## src/rtl/fetch_sequencer.sv

```systemverilog
// fetch_sequencer: instruction-fetch front end; owns the PC, sequences a program run
// from a req/done handshake and counts run cycles. Rev 1.0
`default_nettype none

module fetch_sequencer #(
    parameter int D        = 12,
    parameter int OW       = 8,
    parameter int PROG_END = 128,
    parameter int CW       = 16
) (
    input  logic          clk,
    input  logic          reset,
    input  logic          req,
    input  logic          stall,
    input  logic          halt,
    input  logic          absjump_en,
    input  logic [D-1:0]  target,
    input  logic          reljump_en,
    input  logic [OW-1:0] offset,
    output logic [D-1:0]  prog_ctr,
    output logic          running,
    output logic          done,
    output logic [CW-1:0] cycle_cnt
);

    typedef enum logic [1:0] {
        IDLE = 2'd0,
        RUN  = 2'd1,
        DONE = 2'd2
    } state_t;

    state_t        state_q, state_d;
    logic [D-1:0]  pc_q, pc_d;
    logic [CW-1:0] cnt_q, cnt_d;
    logic          running_q, running_d;
    logic          done_q, done_d;
    logic [D-1:0]  w_offset_ext;

    assign w_offset_ext = {{(D-OW){offset[OW-1]}}, offset};

    always_ff @(posedge clk or negedge reset) begin
        if (!reset) begin
            state_q   <= IDLE;
            pc_q      <= '0;
            cnt_q     <= '0;
            running_q <= 1'b0;
            done_q    <= 1'b0;
        end else begin
            state_q   <= state_d;
            pc_q      <= pc_d;
            cnt_q     <= cnt_d;
            running_q <= running_d;
            done_q    <= done_d;
        end
    end

    always_comb begin
        state_d   = state_q;
        pc_d      = pc_q;
        cnt_d     = cnt_q;
        running_d = 1'b0;
        done_d    = 1'b0;
        case (state_q)
            IDLE: begin
                pc_d = '0;
                if (req) begin
                    state_d   = RUN;
                    cnt_d     = '0;
                    running_d = 1'b1;
                end
            end
            RUN: begin
                running_d = 1'b1;
                if (cnt_q != '1)
                    cnt_d = cnt_q + CW'(1);
                // Stall masks halt and jumps; control re-presents them once released.
                if (stall) begin
                    pc_d = pc_q;
                end else if (halt || (pc_q == D'(PROG_END))) begin
                    state_d   = DONE;
                    running_d = 1'b0;
                    done_d    = 1'b1;
                end else if (absjump_en) begin
                    pc_d = target;
                end else if (reljump_en) begin
                    pc_d = pc_q + w_offset_ext;
                end else begin
                    pc_d = pc_q + D'(1);
                end
            end
            DONE: begin
                if (req) begin
                    done_d = 1'b1;
                end else begin
                    state_d = IDLE;
                    pc_d    = '0;
                end
            end
            default: begin
                state_d = IDLE;
                pc_d    = '0;
            end
        endcase
    end

    assign prog_ctr  = pc_q;
    assign running   = running_q;
    assign done      = done_q;
    assign cycle_cnt = cnt_q;

endmodule

`default_nettype wire
```

## config.mk

```make
export PLATFORM = sky130hd
export DESIGN_NAME = fetch_sequencer
export DESIGN_NICKNAME = d
export VERILOG_FILES = /design/src/rtl/fetch_sequencer.sv
export SDC_FILE = /design/constraint.sdc
export NUM_CORES = 1
export LEC_CHECK = 0
export ABC_CLOCK_PERIOD_IN_PS = 2590
export BUFFER_PORTS_ARGS = -buffer_cell sky130_fd_sc_hd__buf_2
export CELL_PAD_IN_SITES_DETAIL_PLACEMENT = 0
export CELL_PAD_IN_SITES_GLOBAL_PLACEMENT = 1
export CORE_ASPECT_RATIO = 1.1
export CORE_MARGIN = 2
export CORE_UTILIZATION = 40
export DETAILED_ROUTE_END_ITERATION = 6
export MAX_ROUTING_LAYER = met4
export PLACE_DENSITY = 0.85
export SETUP_SLACK_MARGIN = 0.1
export SYNTH_ARGS = -nofsm -noshare
export SYNTH_HDL_FRONTEND = slang
export SYNTH_SLANG_ARGS = --single-unit
```

## constraint.sdc

```tcl
create_clock -name clk -period 2.59 [get_ports clk]
set_clock_uncertainty 0.05 [all_clocks]
set_input_delay 0.1295 -clock clk [delete_from_list [all_inputs] [get_ports clk]]
set_output_delay 0.1295 -clock clk [all_outputs]
set_load 0.05 [all_outputs]
```

==> results.md <==
* GPL Wtd Cong at 0.848
* YS warnings at 0
* P per Cell Area at around 700 nW/µm²
* Compound-gate portion of the synthesized area at 0.261
* Yosys cell types at 47
* Setup TNS at 0 ps
* Final core occ at 0.495
* Clock transition at path regs at 80 ps
* Worst-path fanout max at 6
* Main combinational cell family by area after synthesis: compound AO/OA/AOI/OAI gates
* Core area at between 5000 and 6000 µm²
* RSZ-0062 raised after global routing: false
* CTS tree: done
* Max VDD drop at 0.298 mV
* Drt first pass iters at 4
* Critical Path AT at roughly 2400 ps
* Mux contribution to synthesized area at 0.0130
* Measured slew at the worst slew-check pin at roughly 760 ps
* Clock Latency Late Sink at 290 ps
* Num CTS Buffers at 5
* Initial antenna violation count at 0
* Remaining DRCs at 0
* First-pass GRT wire length at 10500 µm
* Slew margin rel. at 0.497
* Classification of the worst-slack hold path: in2reg
* Multi-input gate area at approximately 1400 µm²
* Vias in the first global route at between 2000 and 2500
* Number of buffers on the longest clock path at 2
* All-Layer GR Usage at 0.203
* Mapped Cells at 268
* Final nets at 366
* Slew Limit Fails at 0
* WL per Instance at 15.2 µm
* CTS Hold Buffers Added at 1
* Seq/Total Area, Yosys at 0.347
* Leak pwr at 1.30 nW
* Cell Area, Synth at 2310 µm²
* Most frequent cells in the layout: buf_2, dfrtp_1, nand2_1, o21ai_0, nor2_1
* Worst setup SP type: flip-flop
* Vias at 2359
* Die Ht at 83.6 µm
* Global route total overflow at 0
* # H-tree levels at 2
* PortBufs at 56
* Crit end category: flip-flop
* Post-Synth Simple-Gate Area at 0.251
* Critical path type: reg2reg
* Outcome: complete, no violations
* Initial DRC Count at roughly 120
* Dpl cell area at ~2700 µm²
* Number of synthesized flops with an enable pin at 0
* Die width at 76.4 µm
* Required @ worst endpoint at 2700 ps
* Total wire length at around 6000 µm
* Fillcell total at about 580
* Dpl cells at around 400
* Synth Area in Adders at 0.0684
* Ys async rst share at 1.00
* Dpl hpwl at 4450 µm
* Post-Layout Cell Count at between 400 and 500
* Fin crit period at ~2300 ps
* Largest net degree at the start of global routing at 33
* Layout area overhead at 21.5%
* XOR/XNOR Fraction of Synth Area at 0.0190
* Post-Synthesis Net Count at 307
* Clk root buf: clkbuf_8
* Storage cell area at 801 µm²
* Final-report hold violation count at 0
* Layout cells sized above 1 at 0.226
* Max_cap viols at 0
* Vias per inst at just under 6
* Num rows at 29
* Top_reg_cell synth: dfrtp_1
* Final ANT Viol Nets at 0
* Clk sink count at 32
* CTS resizes at 0
* Most common cell after layout, fill and taps aside: buf_2
* Starting Density at 0.407
* Syn Area/Cell at 8.60 µm²
* IO Count at 57
* Final setup fails at 0
* Synthesis-stage register bit count at 32
* Fmax at 433 MHz
* Die area at 6390 µm²
* Postcts setup bufs at 0
* # diodes at 0
* Final critical-path share of the clock period at 0.892
* Final Cell Area at 2800 µm²
## final cells by class
cell class                      count  area share
Clock buffer                        6      0.0259
Clock inverter                      2      0.0125
Inverter                           11      0.0147
Multi-Input combinational cell    213       0.504
Sequential cell                    32       0.286
Tap cell                           77      0.0344
Timing Repair Buffer               64       0.122
## path summary, 6_finish.rpt
kind	from	endpoint	slack, ps	depth (start not counted)
worst min register to register	prog_ctr[0]	prog_ctr[0]	490	2
worst max register to register	prog_ctr[4]	prog_ctr[11]	280	6
max in group asynchronous	reset	running	1610	2
worst min-delay path	target[10]	prog_ctr[10]	70	3
min in group asynchronous	reset	cycle_cnt[6]	390	2
worst max-delay path	prog_ctr[4]	prog_ctr[11]	280	6
## through the flow
stage               power (mW)  setup WS, ps  hold WS (ps)
detailed placement        1.47           353           199
global route              2.08           121          81.2
global placement          1.46           381           193
finish                    1.96           279          65.7
CTS                       1.96           323          61.7
floorplan                 1.23           285          -216
## cells by family after synthesis
group,Yosys count
adders and majority gates,12
AOI/OAI and AO/OA,84
muxes,3
and+or+nand+nor,109
xor gates and xnor gates,5
DFF,32
buffers and inverters,23
## metal layers
metal,part of all wire,vias up,wire (µm),GRT usage
li1,-,1141,-,-
met5,0,-,0,-
met3,0.048,6,294,0.0379
met2,0.51,67,3140,0.347
met4,0.011,0,65,0.0678
met1,0.43,1145,2650,0.242
## sequential cells by signal, indices dropped and copies added (netlist names)
signal / cells
prog_ctr: 12
cycle_cnt: 16
running: 1
done: 1
state_q: 2
## report_power, final
part | internal, mW | switching [mW] | leakage [nW]
Sequential | 0.568 | 0.0690 | 0.440
Clock | 0.286 | 0.202 | 0.0552
Combinational | 0.246 | 0.585 | 0.808
## cell usage after synthesis (all sizes together), types with 2 or more instances
master	instances	area, µm²
dfrtp	32	801
nand2	26	97.6
o21ai	17	85.1
nor2	14	52.6
nand3	12	60.1
o211ai	12	90.1
ha	11	138
inv	11	41.3
a21oi	9	45.0
nor3	9	45.0
o21a	9	67.6
a22o	8	70.1
clkbuf	7	26.3
o2111ai	7	61.3
and2	6	37.5
a32oi	5	43.8
buf	5	25.0
nand2b	5	31.3
nand4	5	31.3
or3	5	31.3
a21o	4	30.0
and3	4	25.0
nor2b	4	25.0
nor4	4	25.0
or4	4	30.0
xor2	4	35.0
mux2i	3	30.0
o31ai	3	22.5
or2	3	18.8
a31oi	2	12.5
and4	2	17.5
nand4b	2	17.5
## worst max-delay path: stages (launching register included)
cell and delay, ps:
dfrtp_1 420, ha_1 360, a21o_1 240, a31oi_1 200, a2111oi_0 650, a2111o_1 190
o211ai_1 80
Power figures use the tool's default switching activity.
